`config.mk`:
```
export PLATFORM = sky130hd
export DESIGN_NAME = soc_system_pio_led_pwm
export DESIGN_NICKNAME = d
export VERILOG_FILES = /design/src/rtl/soc_system_pio_led_pwm.sv
export SDC_FILE = /design/constraint.sdc
export NUM_CORES = 1
export LEC_CHECK = 0
export CELL_PAD_IN_SITES_DETAIL_PLACEMENT = 0
export CELL_PAD_IN_SITES_GLOBAL_PLACEMENT = 1
export CORE_UTILIZATION = 31
export CTS_BUF_LIST = sky130_fd_sc_hd__clkbuf_8
export DETAILED_ROUTE_END_ITERATION = 6
export MAX_ROUTING_LAYER = met4
export PLACE_DENSITY = 0.94
export REMOVE_ABC_BUFFERS = 1
export SETUP_SLACK_MARGIN = 0.2
export SLEW_MARGIN = 20
export SYNTH_ARGS = -nofsm -noshare
export SYNTH_HDL_FRONTEND = slang
export SYNTH_SLANG_ARGS = --single-unit
export TNS_END_PERCENT = 1
```
`constraint.sdc`:
```
create_clock -name clk -period 2.1 [get_ports clk]
set_clock_uncertainty 0.1 [all_clocks]
set_input_delay 0.315 -clock clk [delete_from_list [all_inputs] [get_ports clk]]
set_output_delay 0.315 -clock clk [all_outputs]
set_load 0.05 [all_outputs]
```
`src/rtl/soc_system_pio_led_pwm.sv`:
```
// Avalon-MM LED output PIO with atomic set/clear/toggle and optional PWM dimming.
// Ports: clk, reset (async, active-high), address[2:0], chipselect, write_n,
//   writedata[31:0], readdata[31:0] (comb, zero wait), out_port[WIDTH-1:0] (reg).
// Build macro SOC_SYSTEM_PIO_LED_PWM_EN adds MODE/PRESCALE/DUTY and the PWM engine.
module soc_system_pio_led_pwm #(
    parameter int WIDTH      = 10,
    parameter int PRESCALE_W = 16,
    parameter int DUTY_W     = 8
) (
    input  logic             clk,
    input  logic             reset,
    input  logic [2:0]       address,
    input  logic             chipselect,
    input  logic             write_n,
    input  logic [31:0]      writedata,
    output logic [31:0]      readdata,
    output logic [WIDTH-1:0] out_port
);

    logic             wr;
    logic [WIDTH-1:0] wd;
    logic [WIDTH-1:0] data_q;
    logic [WIDTH-1:0] data_d;
    logic [WIDTH-1:0] next_out;

    // Only the low bits of writedata reach any register.
    logic unused_wd;
    assign unused_wd = &{1'b0, writedata};

    assign wr = chipselect & ~write_n;
    assign wd = writedata[WIDTH-1:0];

    always_comb begin
        data_d = data_q;
        if (wr) begin
            case (address)
                3'd0:    data_d = wd;
                3'd4:    data_d = data_q | wd;
                3'd5:    data_d = data_q & ~wd;
                3'd6:    data_d = data_q ^ wd;
                default: data_d = data_q;
            endcase
        end
    end

    always_ff @(posedge clk or posedge reset) begin
        if (reset) data_q <= '0;
        else       data_q <= data_d;
    end

`ifdef SOC_SYSTEM_PIO_LED_PWM_EN
    logic [WIDTH-1:0]      mode_q;
    logic [PRESCALE_W-1:0] prescale_q;
    logic [DUTY_W-1:0]     duty_q;
    logic [PRESCALE_W-1:0] pre_cnt_q;
    logic [DUTY_W-1:0]     phase_q;
    logic                  tick;
    logic                  pwm_on;
    logic                  wr_prescale;

    assign wr_prescale = wr && (address == 3'd2);
    assign tick        = (pre_cnt_q == prescale_q);
    assign pwm_on      = (phase_q < duty_q);

    always_ff @(posedge clk or posedge reset) begin
        if (reset) begin
            mode_q     <= '0;
            prescale_q <= '0;
            duty_q     <= '0;
        end else if (wr) begin
            if (address == 3'd1) mode_q     <= wd;
            if (address == 3'd2) prescale_q <= writedata[PRESCALE_W-1:0];
            if (address == 3'd3) duty_q     <= writedata[DUTY_W-1:0];
        end
    end

    // A PRESCALE write restarts the period and takes priority over a tick.
    always_ff @(posedge clk or posedge reset) begin
        if (reset) begin
            pre_cnt_q <= '0;
            phase_q   <= '0;
        end else if (wr_prescale) begin
            pre_cnt_q <= '0;
            phase_q   <= '0;
        end else if (tick) begin
            pre_cnt_q <= '0;
            phase_q   <= phase_q + DUTY_W'(1);
        end else begin
            pre_cnt_q <= pre_cnt_q + PRESCALE_W'(1);
        end
    end

    // PWM bits keep DATA as an enable, gated by the shared duty compare.
    assign next_out = data_q & (~mode_q | {WIDTH{pwm_on}});
`else
    localparam int unused_params = PRESCALE_W + DUTY_W;
    assign next_out = data_q;
`endif

    always_ff @(posedge clk or posedge reset) begin
        if (reset) out_port <= '0;
        else       out_port <= next_out;
    end

    always_comb begin
        readdata = '0;
        case (address)
            3'd0:    readdata = 32'(data_q);
`ifdef SOC_SYSTEM_PIO_LED_PWM_EN
            3'd1:    readdata = 32'(mode_q);
            3'd2:    readdata = 32'(prescale_q);
            3'd3:    readdata = 32'(duty_q);
`endif
            3'd7:    readdata = 32'(out_port);
            default: readdata = '0;
        endcase
    end

endmodule

```
Word-level counts from Yosys, hierarchy flattened
Cells that the tools add are included.
{"block": "word_totals", "register_bits": 20, "inputBits": 39, "out_inout_bits": 42, "wordCells": 17}
{"block": "op_classes", "n_eq_ne": 4, "n_mux": 2, "bitwise_logic": 6, "n_reduce_logical": 3}
{"operator": "$pmux W10 S4", "count": 1}
{"operator": "$pmux W10 S2", "count": 1}
{"operator": "$eq A3 B3 Y1 const B", "count": 4}
{"operator": "$and A10 B10 Y10", "count": 1}
{"operator": "$not A10 Y10", "count": 1}
{"operator": "$or A10 B10 Y10", "count": 1}
{"operator": "$xor A10 B10 Y10", "count": 1}
{"operator": "$reduce_bool A4 Y1", "count": 1}
{"operator": "$logic_not A3 Y1", "count": 1}
{"operator": "$reduce_and A2 Y1", "count": 1}
{"operator": "$and A1 B1 Y1", "count": 1}
{"operator": "$not A1 Y1", "count": 1}

Longest topological paths before layout
Gate-level depths: netlist of run 1.
{"block": "logic_depth", "word_depth": 3, "ltp_mapped": 6, "ltp_nobuf": 6}

Worst setup path after synthesis of run 1
No wires, ideal clock.
{"block": "synth_path", "path_kind": "input to output", "from": "in address[0]", "to": "out readdata[0]", "t_arrival_ns": 1.526, "required_time_ns": 1.685, "setup_slack_ns": 0.159, "stages": 4, "path_buffers": 2, "cell_sequence": "clkbuf_2 -> buf_4 -> nor3_2 -> a22o_1"}
{"block": "synth_between", "elab_chain_cells": 2, "elab_cells_between_ends": 3, "classes_between": "eq/ne: 1; mux: 1; reduce/logical: 1"}
{"item": "from (decl)", "line": "12", "rtl": "input logic [2:0] address,"}
{"item": "$eq A3 B3 Y1 / $logic_not A3 Y1 (equally long branches)", "line": "107", "rtl": "case (address)"}
{"item": "$pmux W10 S2 (*)", "line": "107"}
{"item": "to (decl)", "line": "16", "rtl": "output logic [31:0] readdata,"}
Mark *: on every way between the ends. The rest lies on a longest branch, timed or not.

Final worst setup path of run 1
{"block": "layout_path", "from": "in address[1]", "to": "out readdata[5]"}
Same word-level chain as after synthesis.

==> results of run 1 <==
final timing paths:
kind                          endpoint  slack [ns]  cells after the start
min in group clk           out_port[0]        0.36                      0
max                        readdata[5]        0.26                      6
max reg2reg                  data_q[1]        0.57                      6
min                        out_port[0]        0.29                      3
max in group asynchronous    data_q[5]        1.39                      3
min reg2reg                out_port[0]        0.36                      0
routing by layer:
metal	vias to the layer above	global-route usage
met5	-	-
met1	637	0.179
met4	0	0.0314
li1	676	-
met3	2	0.0136
met2	39	0.258
worst reg2reg max path, cell delays in order (launching register included):
cell      delay (ns)
dfrtp_1         0.42
inv_1           0.06
ha_1            0.16
nor2b_1         0.13
o311ai_0        0.29
o21ai_0         0.13
o21ai_0         0.17
kinds of logic after synthesis:
kind of cell	Yosys count	share of synthesized area
AO/OA/AOI/OAI	51	0.209
adder cells (fa/ha/maj)	21	0.161
buffers and inverters	54	0.186
flip-flops	20	0.309
other	1	0.00231
AND/OR/NAND/NOR	39	0.132
power by group:
| group | total (mW) | switching (mW) | internal [mW] |
|---|---|---|---|
| registers | 0.542 | 0.0753 | 0.467 |
| logic | 0.734 | 0.458 | 0.276 |
| clock network | 0.250 | 0.122 | 0.128 |
| total | 1.53 | 0.655 | 0.870 |
per-stage QoR:
stage               hold slack, ns  setup slack [ns]
floorplan                    0.179             0.471
detailed placement           0.343            -0.163
finish                       0.289             0.263
global route                 0.340             0.209
global placement             0.333            -0.125
CTS                          0.307             0.206
cells in the final DEF, fill, tap and decap left out, drive strengths merged:
master,n
nor3,6
clkdlybuf4s50,23
dfrtp,20
a22o,15
inv,22
nand2b,10
nor2,11
clkdlybuf4s15,1
nor2b,10
conb,22
a21oi,4
ha,20
or2,1
a21boi,1
clkbuf,4
o311ai,5
dlygate4sd2,1
buf,28
maj3,1
and3,1
a211oi,1
o21ai,25
layout make-up:
cell class                 instances  area [um2]
inverter                          22        82.6
timing repair buffer              54         606
tap                               67        83.8
clock buffer                       3        41.3
multi-input combinational        133         908
sequential                        20         500
fill                             483        2660
what timing repair did:
item                                    in CTS  in global routing
endpoints found under the setup margin      10                 10
pin swaps                                    4                  1
gates resized for setup                     13                  1
registers in the layout, summed over array words and instances, names as in the netlist:
| signal | cells |
|---|---|
| data_q | 10 |
| out_port | 10 |
Yosys cell counts, drive strengths merged:
library cell / instances / area share
or2: 1 / 0.0039
nor3: 6 / 0.022
nor2b: 10 / 0.039
nor2: 11 / 0.025
o311ai: 5 / 0.027
a22o: 15 / 0.081
maj3: 1 / 0.0069
a21oi: 4 / 0.012
clkbuf: 5 / 0.012
dfrtp: 20 / 0.31
and3: 1 / 0.0039
conb: 1 / 0.0023
buf: 27 / 0.12
o21ai: 25 / 0.077
a211oi: 1 / 0.0046
ha: 20 / 0.15
inv: 22 / 0.051
nand2b: 10 / 0.039
a21boi: 1 / 0.0069
==> summary.md, run 1 <==
| Metric | Value |
|---|---|
| Status | complete, no violations |
| CP endpoint kind | primary output |
| Final core occ | 0.455 |
| Synthesis-to-finish area growth | 37.1% |
| Initial core utilization | 0.332 |
| Placed insts | 296 |
| CP Data Required Time | 1.68 ns |
| GRT Total Usage | 0.145 |
| Number of clock sinks | 20 |
| RSZ-0062 raised after global routing | no |
| Setup Crit Path Kind | input pin to primary output |
| Die width | 74.3 um |
| Non-filler cells, final | 299 |
| Max Fclk | 544 MHz |
| DR vias/cell | 4.53 |
| Final antenna-violating net count | 0 |
| Maximum VDD drop | 0.234 mV |
| Post-route cell area | 2220 um2 |
| Crit-path max cell delay | 0.24 ns |
| Die Ht | 74.3 um |
| Worst hold path class | input pin to async pin |
| Wire length on met1 | 1560 um |
| # hold bufs at CTS | 0 |
| Mapped cell area | 1620 um2 |
| Clk Latency, worst-skew pair | 0.25 ns |
| H-tree Lvls | 1 |
| Num rows | 25 |
| Crit path from | address[1] |
| Die ar. | 5520 um2 |
| Congestion Overflow GR | 0 |
| Tot Pwr | 1.53 mW |
| Crit path cell chain | clkdlybuf4s15_2 -> buf_4 -> nor3_4 -> buf_6 -> a22o_1 -> buf_12 |
| Final setup vio count | 0 |
| Max clock buf depth | 2 |
| Gp weighted congestion | 0.790 |
| Fin. Hold Viols | 0 |
| DP HPWL | 2830 um |
| Delay-heaviest family, CP | buffers and inverters |
| Clock transition at the registers of the reported paths | 0.08 ns |
| Area after DPL | 2160 um2 |
| CP max stage cell | clkdlybuf4s15_2 |
| Cell variety after synth | 25 |
| LEAKAGE | 1.05 nW |
| Least-Margin Pin Slew | 0.502 ns |
| Sequential fraction of the synthesis area | 0.309 |
| CTS root buf | clkbuf_8 |
| WP buf/inv | 4 |
| Ys Warns | 0 |
| Slew margin rel. | 0.665 |
| First-pass GRT wire length | 5970 um |
| Avg Inst Size Synth | 8.71 um2 |
| Reg2reg start | data_q[1] |
| Top sig layer | met4 |
| Cts bufs inserted | 3 |
| First-pass DRT Iterations | 5 |
| Total number of vias | 1354 |
| ANT cells | 0 |
| Flops & latches, synth | 20 |
| Residual DRC | 0 |
| DR WL/cell | 12.3 um |
| Vias in the first global route | 1255 |
| Port Buffer Count | 36 |
| Setup Buffers After CTS | 0 |
| WP data arrival | 1.42 ns |
| Routed wire length | 3670 um |
| Final min period | 1.84 ns |
| Fraction of layout cells with a size suffix above 1 | 0.164 |
| PwrDens | 687 nW/um2 |
| Met2 wire length | 1940 um |
| CTS tree | yes |
| Setup TNS | 0 ns |
| Synth Instances | 186 |
| First-iteration detailed-routing DRC count | 40 |
| Largest net degree at the start of global routing | 21 |
| Antenna violations before repair | 0 |
| Total of max-cap violations | 0 |
| IO Pins | 81 |
| Nets@finish | 293 |
| Max FO, Critical Path | 5 |
| Worst setup SP type | input pin |
| Final period utilization | 0.875 |
| Pins Over Slew Limit | 0 |
| Core area | 4880 um2 |
| Met3 WL | 159 um |
(Power assumes the default switching activity.)
==> inputs of run 2 (changes only) <==
--- a/config.mk
+++ b/config.mk
@@ -7,11 +7,11 @@
 export LEC_CHECK = 0
 export CELL_PAD_IN_SITES_DETAIL_PLACEMENT = 0
 export CELL_PAD_IN_SITES_GLOBAL_PLACEMENT = 1
-export CORE_UTILIZATION = 31
+export CORE_UTILIZATION = 32
 export CTS_BUF_LIST = sky130_fd_sc_hd__clkbuf_8
 export DETAILED_ROUTE_END_ITERATION = 6
 export MAX_ROUTING_LAYER = met4
-export PLACE_DENSITY = 0.94
+export PLACE_DENSITY_LB_ADDON = 0.1
 export REMOVE_ABC_BUFFERS = 1
 export SETUP_SLACK_MARGIN = 0.2
 export SLEW_MARGIN = 20
==> run 2 against run 1 <==
Effect of this change:
- via count is 0.74% higher
- highest routed layer unchanged
- cell count shrank 1.7%
- non-clock buffer count down 5
- worst hold slack improved by 0.0032 ns
- core utilization fell by 0.18 points
- sequential power hardly changed
- die area shrank 3.0%
- worst setup slack got worse by 0.016 ns
- global-route usage rose by 1.8 points
- largest cell class unchanged
- critical path depth shrank 5
- clock-buffer cell count is the same
==> summary.md, run 2 (synthesis results as in run 1) <==
| Metric | Value |
|---|---|
| Status | complete, no violations |
| Flop2flop setup slack | 0.51 ns (-0.06 ns) |
| Met3 WL | 164 um (+3.1%) |
| WP buf/inv | 1 (-3) |
| Placed insts | 291 (-1.7%) |
| CP max stage cell | clkdlybuf4s50_1 |
| Top Registers | data_q (10), out_port (10) |
| Pins Over Slew Limit | 0 (unchanged) |
| Residual DRC | 0 (unchanged) |
| Setup Buffers After CTS | 0 (unchanged) |
| Gp weighted congestion | 0.765 (-3.2%) |
| LEAKAGE | 1.03 nW (-2.4%) |
| Crit-path max cell delay | 0.81 ns (+0.57 ns) |
| Least-Margin Pin Slew | 0.573 ns (+0.0714 ns) |
| Core area | 4790 um2 (-1.9%) |
| DP HPWL | 2880 um (+1.9%) |
| Final min period | 1.85 ns (+0.0161 ns) |
| Clk Latency, worst-skew pair | 0.25 ns (about the same) |
| CTS root buf | clkbuf_8 |
| Wire length on met1 | 1680 um (+7.6%) |
| Vias in the first global route | 1307 (+4.1%) |
| Initial core utilization | 0.339 (+0.00651) |
| Routed wire length | 3960 um (+7.8%) |
| Final core occ | 0.454 (-0.00179) |
| Worst hold path class | input pin to async pin |
| GRT Total Usage | 0.163 (+0.0177) |
| Num rows | 25 (unchanged) |
| Die width | 73.2 um (-1.5%) |
| Worst setup SP type | register |
| WP data arrival | 1.44 ns (+0.02 ns) |
| Non-filler cells, final | 294 (-1.7%) |
| ANT cells | 0 (unchanged) |
| Top sig layer | met4 |
| Most frequent cells in the layout | o21ai_0, clkdlybuf4s50_1, conb_1, inv_1 |
| Die Ht | 73.2 um (-1.5%) |
| Max FO, Critical Path | 2 (-3) |
| Max clock buf depth | 2 (unchanged) |
| CP Data Required Time | 1.68 ns (about the same) |
| Largest net degree at the start of global routing | 27 (+29%) |
| Final period utilization | 0.882 (+0.00767) |
| Post-route cell area | 2170 um2 (-2.3%) |
| Congestion Overflow GR | 0 (unchanged) |
| RSZ-0062 raised after global routing | yes |
| Setup Crit Path Kind | register to primary output |
| Setup TNS | 0 ns (unchanged) |
| DR vias/cell | 4.64 (+2.5%) |
| DR WL/cell | 13.5 um (+9.7%) |
| CTS tree | yes |
| Fraction of layout cells with a size suffix above 1 | 0.137 (-0.0272) |
| Met2 wire length | 2090 um (+7.9%) |
| First-pass GRT wire length | 6360 um (+6.6%) |
| Clock transition at the registers of the reported paths | 0.07 ns (about the same) |
| Maximum VDD drop | 0.229 mV (-2.5%) |
| Fin. Hold Viols | 0 (unchanged) |
| IO Pins | 81 (unchanged) |
| Cts bufs inserted | 3 (unchanged) |
| CP endpoint kind | primary output |
| Final antenna-violating net count | 0 (unchanged) |
| Area after DPL | 2120 um2 (-1.7%) |
| Number of clock sinks | 20 (unchanged) |
| Max Fclk | 540 MHz (-0.87%) |
| H-tree Lvls | 1 (unchanged) |
| First-pass DRT Iterations | 4 (-1) |
| Fill count | 471 (-2.5%) |
| Delay-heaviest family, CP | buffers and inverters |
| Most common cell after layout, fill and taps aside | o21ai_0 |
| Total number of vias | 1364 (+0.74%) |
| PwrDens | 699 nW/um2 (+1.8%) |
| Slew margin rel. | 0.616 (-0.0488) |
| First-iteration detailed-routing DRC count | 54 (+35%) |
| Die ar. | 5350 um2 (-3.0%) |
| Synthesis-to-finish area growth | 34.0% |
| # hold bufs at CTS | 0 (unchanged) |
| Final setup vio count | 0 (unchanged) |
| Crit path cell chain | clkdlybuf4s50_1 |
| Antenna violations before repair | 0 (unchanged) |
| Port Buffer Count | 36 (unchanged) |
| Total of max-cap violations | 0 (unchanged) |
| Nets@finish | 288 (-1.7%) |
| Tot Pwr | 1.52 mW (-0.51%) |
[run 2: cell count changes in the layout (fill, tap and decap cells not counted)]
cell             change
and3_4               -1
clkbuf_2             -1
and3_2               +1
buf_6                -3
clkdlybuf4s15_2      -1
dlygate4sd2_1        +2
buf_4                -2
[run 2: path summary, 6_finish.rpt]
kind	start	endpoint	cells after the start
worst max register to register	data_q[2]	data_q[2]	6
worst max-delay path	out_port[9]	out_port[9]	1
max in group asynchronous	reset	out_port[2]	3
min in group clk	data_q[3]	out_port[3]	0
worst min register to register	data_q[3]	out_port[3]	0
worst min-delay path	reset	data_q[6]	3
[run 2: cell type report]
class	instances	area [um2]	area share
well taps	67	83.8	0.0386
multi-input cells	133	905	0.417
flip-flops and latches	20	500	0.231
inverters	22	82.6	0.0380
clock buffers	3	41.3	0.0190
repair buffers	49	558	0.257
[run 2: where the power goes]
| part | internal (mW) | leakage (nW) | total, mW | switching (mW) |
|---|---|---|---|---|
| clock network | 0.128 | 0.0216 | 0.246 | 0.119 |
| logic | 0.268 | 0.760 | 0.729 | 0.461 |
| registers | 0.467 | 0.248 | 0.543 | 0.0761 |
[run 2: layer usage]
metal | vias to the layer above | global-route usage
met3 | 2 | 0.0180
met5 | - | -
li1 | 663 | -
met1 | 656 | 0.193
met4 | 0 | 0.0458
met2 | 43 | 0.290
[run 2: through the flow]
step	setup WS, ns	hold slack, ns
after detailed placement	-0.110	0.348
after global placement	-0.0909	0.330
after floorplan	0.471	0.179
final	0.247	0.292
after CTS	0.227	0.290
after global routing	0.161	0.326
[run 2: timing repair]
item	4_1_cts	5_1_grt
setup endpoints to repair	10	10
pin swaps	1	0
gates resized for setup	6	0
==> inputs of run 3 (changes only) <==
--- a/config.mk
+++ b/config.mk
@@ -7,9 +7,12 @@
 export LEC_CHECK = 0
 export CELL_PAD_IN_SITES_DETAIL_PLACEMENT = 0
 export CELL_PAD_IN_SITES_GLOBAL_PLACEMENT = 1
+export CORE_MARGIN = 3
 export CORE_UTILIZATION = 32
 export CTS_BUF_LIST = sky130_fd_sc_hd__clkbuf_8
 export DETAILED_ROUTE_END_ITERATION = 6
+export GPL_TIMING_DRIVEN = 0
+export HOLD_SLACK_MARGIN = 0.15
 export MAX_ROUTING_LAYER = met4
 export PLACE_DENSITY_LB_ADDON = 0.1
 export REMOVE_ABC_BUFFERS = 1
==> run 3 against run 2 <==
Effect of this change:
- clock-buffer cell count unchanged
- die area rose by 11%
- worst setup slack improved by 0.023 ns
- combinational power shrank 8.6%
- clock power is 4% higher
- critical endpoint is now out_port[0]
==> summary.md, run 3 (synthesis results as in run 1) <==
| Metric | Value |
|---|---|
| Status | complete, no violations |
| Clk Latency, worst-skew pair | 0.26 ns (about the same) |
| Die Ht | 77.2 um (+5.5%) |
| Fin. Hold Viols | 0 (unchanged) |
| Final setup vio count | 0 (unchanged) |
| Slew margin rel. | 0.481 (-0.135) |
| WP data arrival | 1.41 ns (-0.03 ns) |
| DP HPWL | 2730 um (-5.0%) |
| Num rows | 25 (unchanged) |
| CP endpoint kind | primary output |
| Max clock buf depth | 2 (unchanged) |
| Maximum VDD drop | 0.254 mV (+11%) |
| ANT cells | 0 (unchanged) |
| CP max stage cell | clkdlybuf4s50_1 |
| Most frequent cells in the layout | o21ai_0, clkdlybuf4s50_1, conb_1, inv_1 |
| Fill count | 499 (+5.9%) |
| Final core occ | 0.415 (-0.0385) |
| Least-Margin Pin Slew | 0.777 ns (+0.204 ns) |
| Max Fclk | 547 MHz (+1.3%) |
| Non-filler cells, final | 283 (-3.7%) |
| Gp weighted congestion | 0.675 (-12%) |
| GRT Total Usage | 0.137 (-0.0262) |
| Antenna violations before repair | 0 (unchanged) |
| Core area | 4820 um2 (+0.65%) |
| DR WL/cell | 14.0 um (+4.2%) |
| RSZ-0062 raised after global routing | yes |
| Delay-heaviest family, CP | buffers and inverters |
| First-pass GRT wire length | 6310 um (-0.86%) |
| Placed insts | 278 (-4.5%) |
| Pre-CTS setup slack | -1.57 ns (-1.46 ns) |
| Tot Pwr | 1.46 mW (-3.7%) |
| Pins Over Slew Limit | 0 (unchanged) |
| Routed wire length | 3970 um (+0.30%) |
| Worst hold path class | register to register |
| Die width | 77.2 um (+5.5%) |
| Total number of vias | 1330 (-2.5%) |
| Residual DRC | 0 (unchanged) |
| Total of max-cap violations | 0 (unchanged) |
| Max FO, Critical Path | 2 (unchanged) |
| Post-route cell area | 2000 um2 (-7.9%) |
| WHS | 0.358 ns (+0.0661 ns) |
| Setup Crit Path Kind | register to primary output |
| Crit path cell chain | clkdlybuf4s50_1 |
| Final min period | 1.83 ns (-0.0233 ns) |
| # hold bufs at CTS | 0 (unchanged) |
| IO Pins | 81 (unchanged) |
| Top Registers | data_q (10), out_port (10) |
| Synthesis-to-finish area growth | 23.4% |
| Congestion Overflow GR | 0 (unchanged) |
| Number of clock sinks | 20 (unchanged) |
| H-tree Lvls | 1 (unchanged) |
| First-pass DRT Iterations | 4 (unchanged) |
| CTS tree | yes |
| Area after DPL | 1920 um2 (-9.3%) |
| Fraction of layout cells with a size suffix above 1 | 0.106 (-0.0301) |
| First-iteration detailed-routing DRC count | 40 (-26%) |
| Register area | 500 um2 (unchanged) |
| Die ar. | 5950 um2 (+11%) |
| Final period utilization | 0.871 (-0.0111) |
| Final antenna-violating net count | 0 (unchanged) |
| Setup TNS | 0 ns (unchanged) |
| Crit-path max cell delay | 0.81 ns (about the same) |
| CTS root buf | clkbuf_8 |
| Fin worst setup slack | 0.271 ns (+0.0233 ns) |
| Cts bufs inserted | 3 (unchanged) |
| DR vias/cell | 4.70 (+1.3%) |
| Port Buffer Count | 36 (unchanged) |
| Clock transition at the registers of the reported paths | 0.07 ns (about the same) |
| Most common cell after layout, fill and taps aside | o21ai_0 |
| WP buf/inv | 1 (unchanged) |
| Initial core utilization | 0.336 (-0.00220) |
| Largest net degree at the start of global routing | 31 (+15%) |
| Worst setup SP type | register |
| CP Data Required Time | 1.68 ns (about the same) |
| Vias in the first global route | 1269 (-2.9%) |
| Nets@finish | 277 (-3.8%) |
| LEAKAGE | 0.932 nW (-9.5%) |
| Multi-input gate area | 908 um2 (+0.41%) |
| PwrDens | 731 nW/um2 (+4.6%) |
## run 3: worst paths after layout
path                            cells past startpoint   startpoint          end  slack, ns
worst max-delay path                                1  out_port[0]  out_port[0]       0.27
worst min-delay path                                0    data_q[4]  out_port[4]       0.36
worst max register to register                      6    data_q[8]    data_q[8]       0.56
worst min register to register                      0    data_q[4]  out_port[4]       0.36
max in group asynchronous                           2        reset    data_q[4]       1.02
min in group asynchronous                           2        reset  out_port[7]       0.39
## run 3: layout make-up
type                            instances  share of cell area
Clock buffer                            3              0.0207
Inverter                               22              0.0413
Multi-Input combinational cell        133               0.454
Sequential cell                        20               0.250
Tap cell                               67              0.0419
Timing Repair Buffer                   38               0.191
## run 3: timing repair
| item | in CTS | in global routing |
|---|---|---|
| pin swaps | 1 | 0 |
| gates cloned | 0 | 0 |
| setup endpoints to repair | 20 | 11 |
| gates resized for setup | 52 | 2 |
| buffers inserted | 2 | 0 |
## run 3: where the power goes
part	switching (mW)	internal [mW]
clock	0.128	0.128
combinational	0.447	0.219
sequential	0.0741	0.467
total	0.649	0.813
## run 3: layer usage
layer,GRT usage,routed length [um]
met5,-,0
met4,0.0267,24
met3,0.0246,215
met2,0.252,2120
met1,0.154,1610
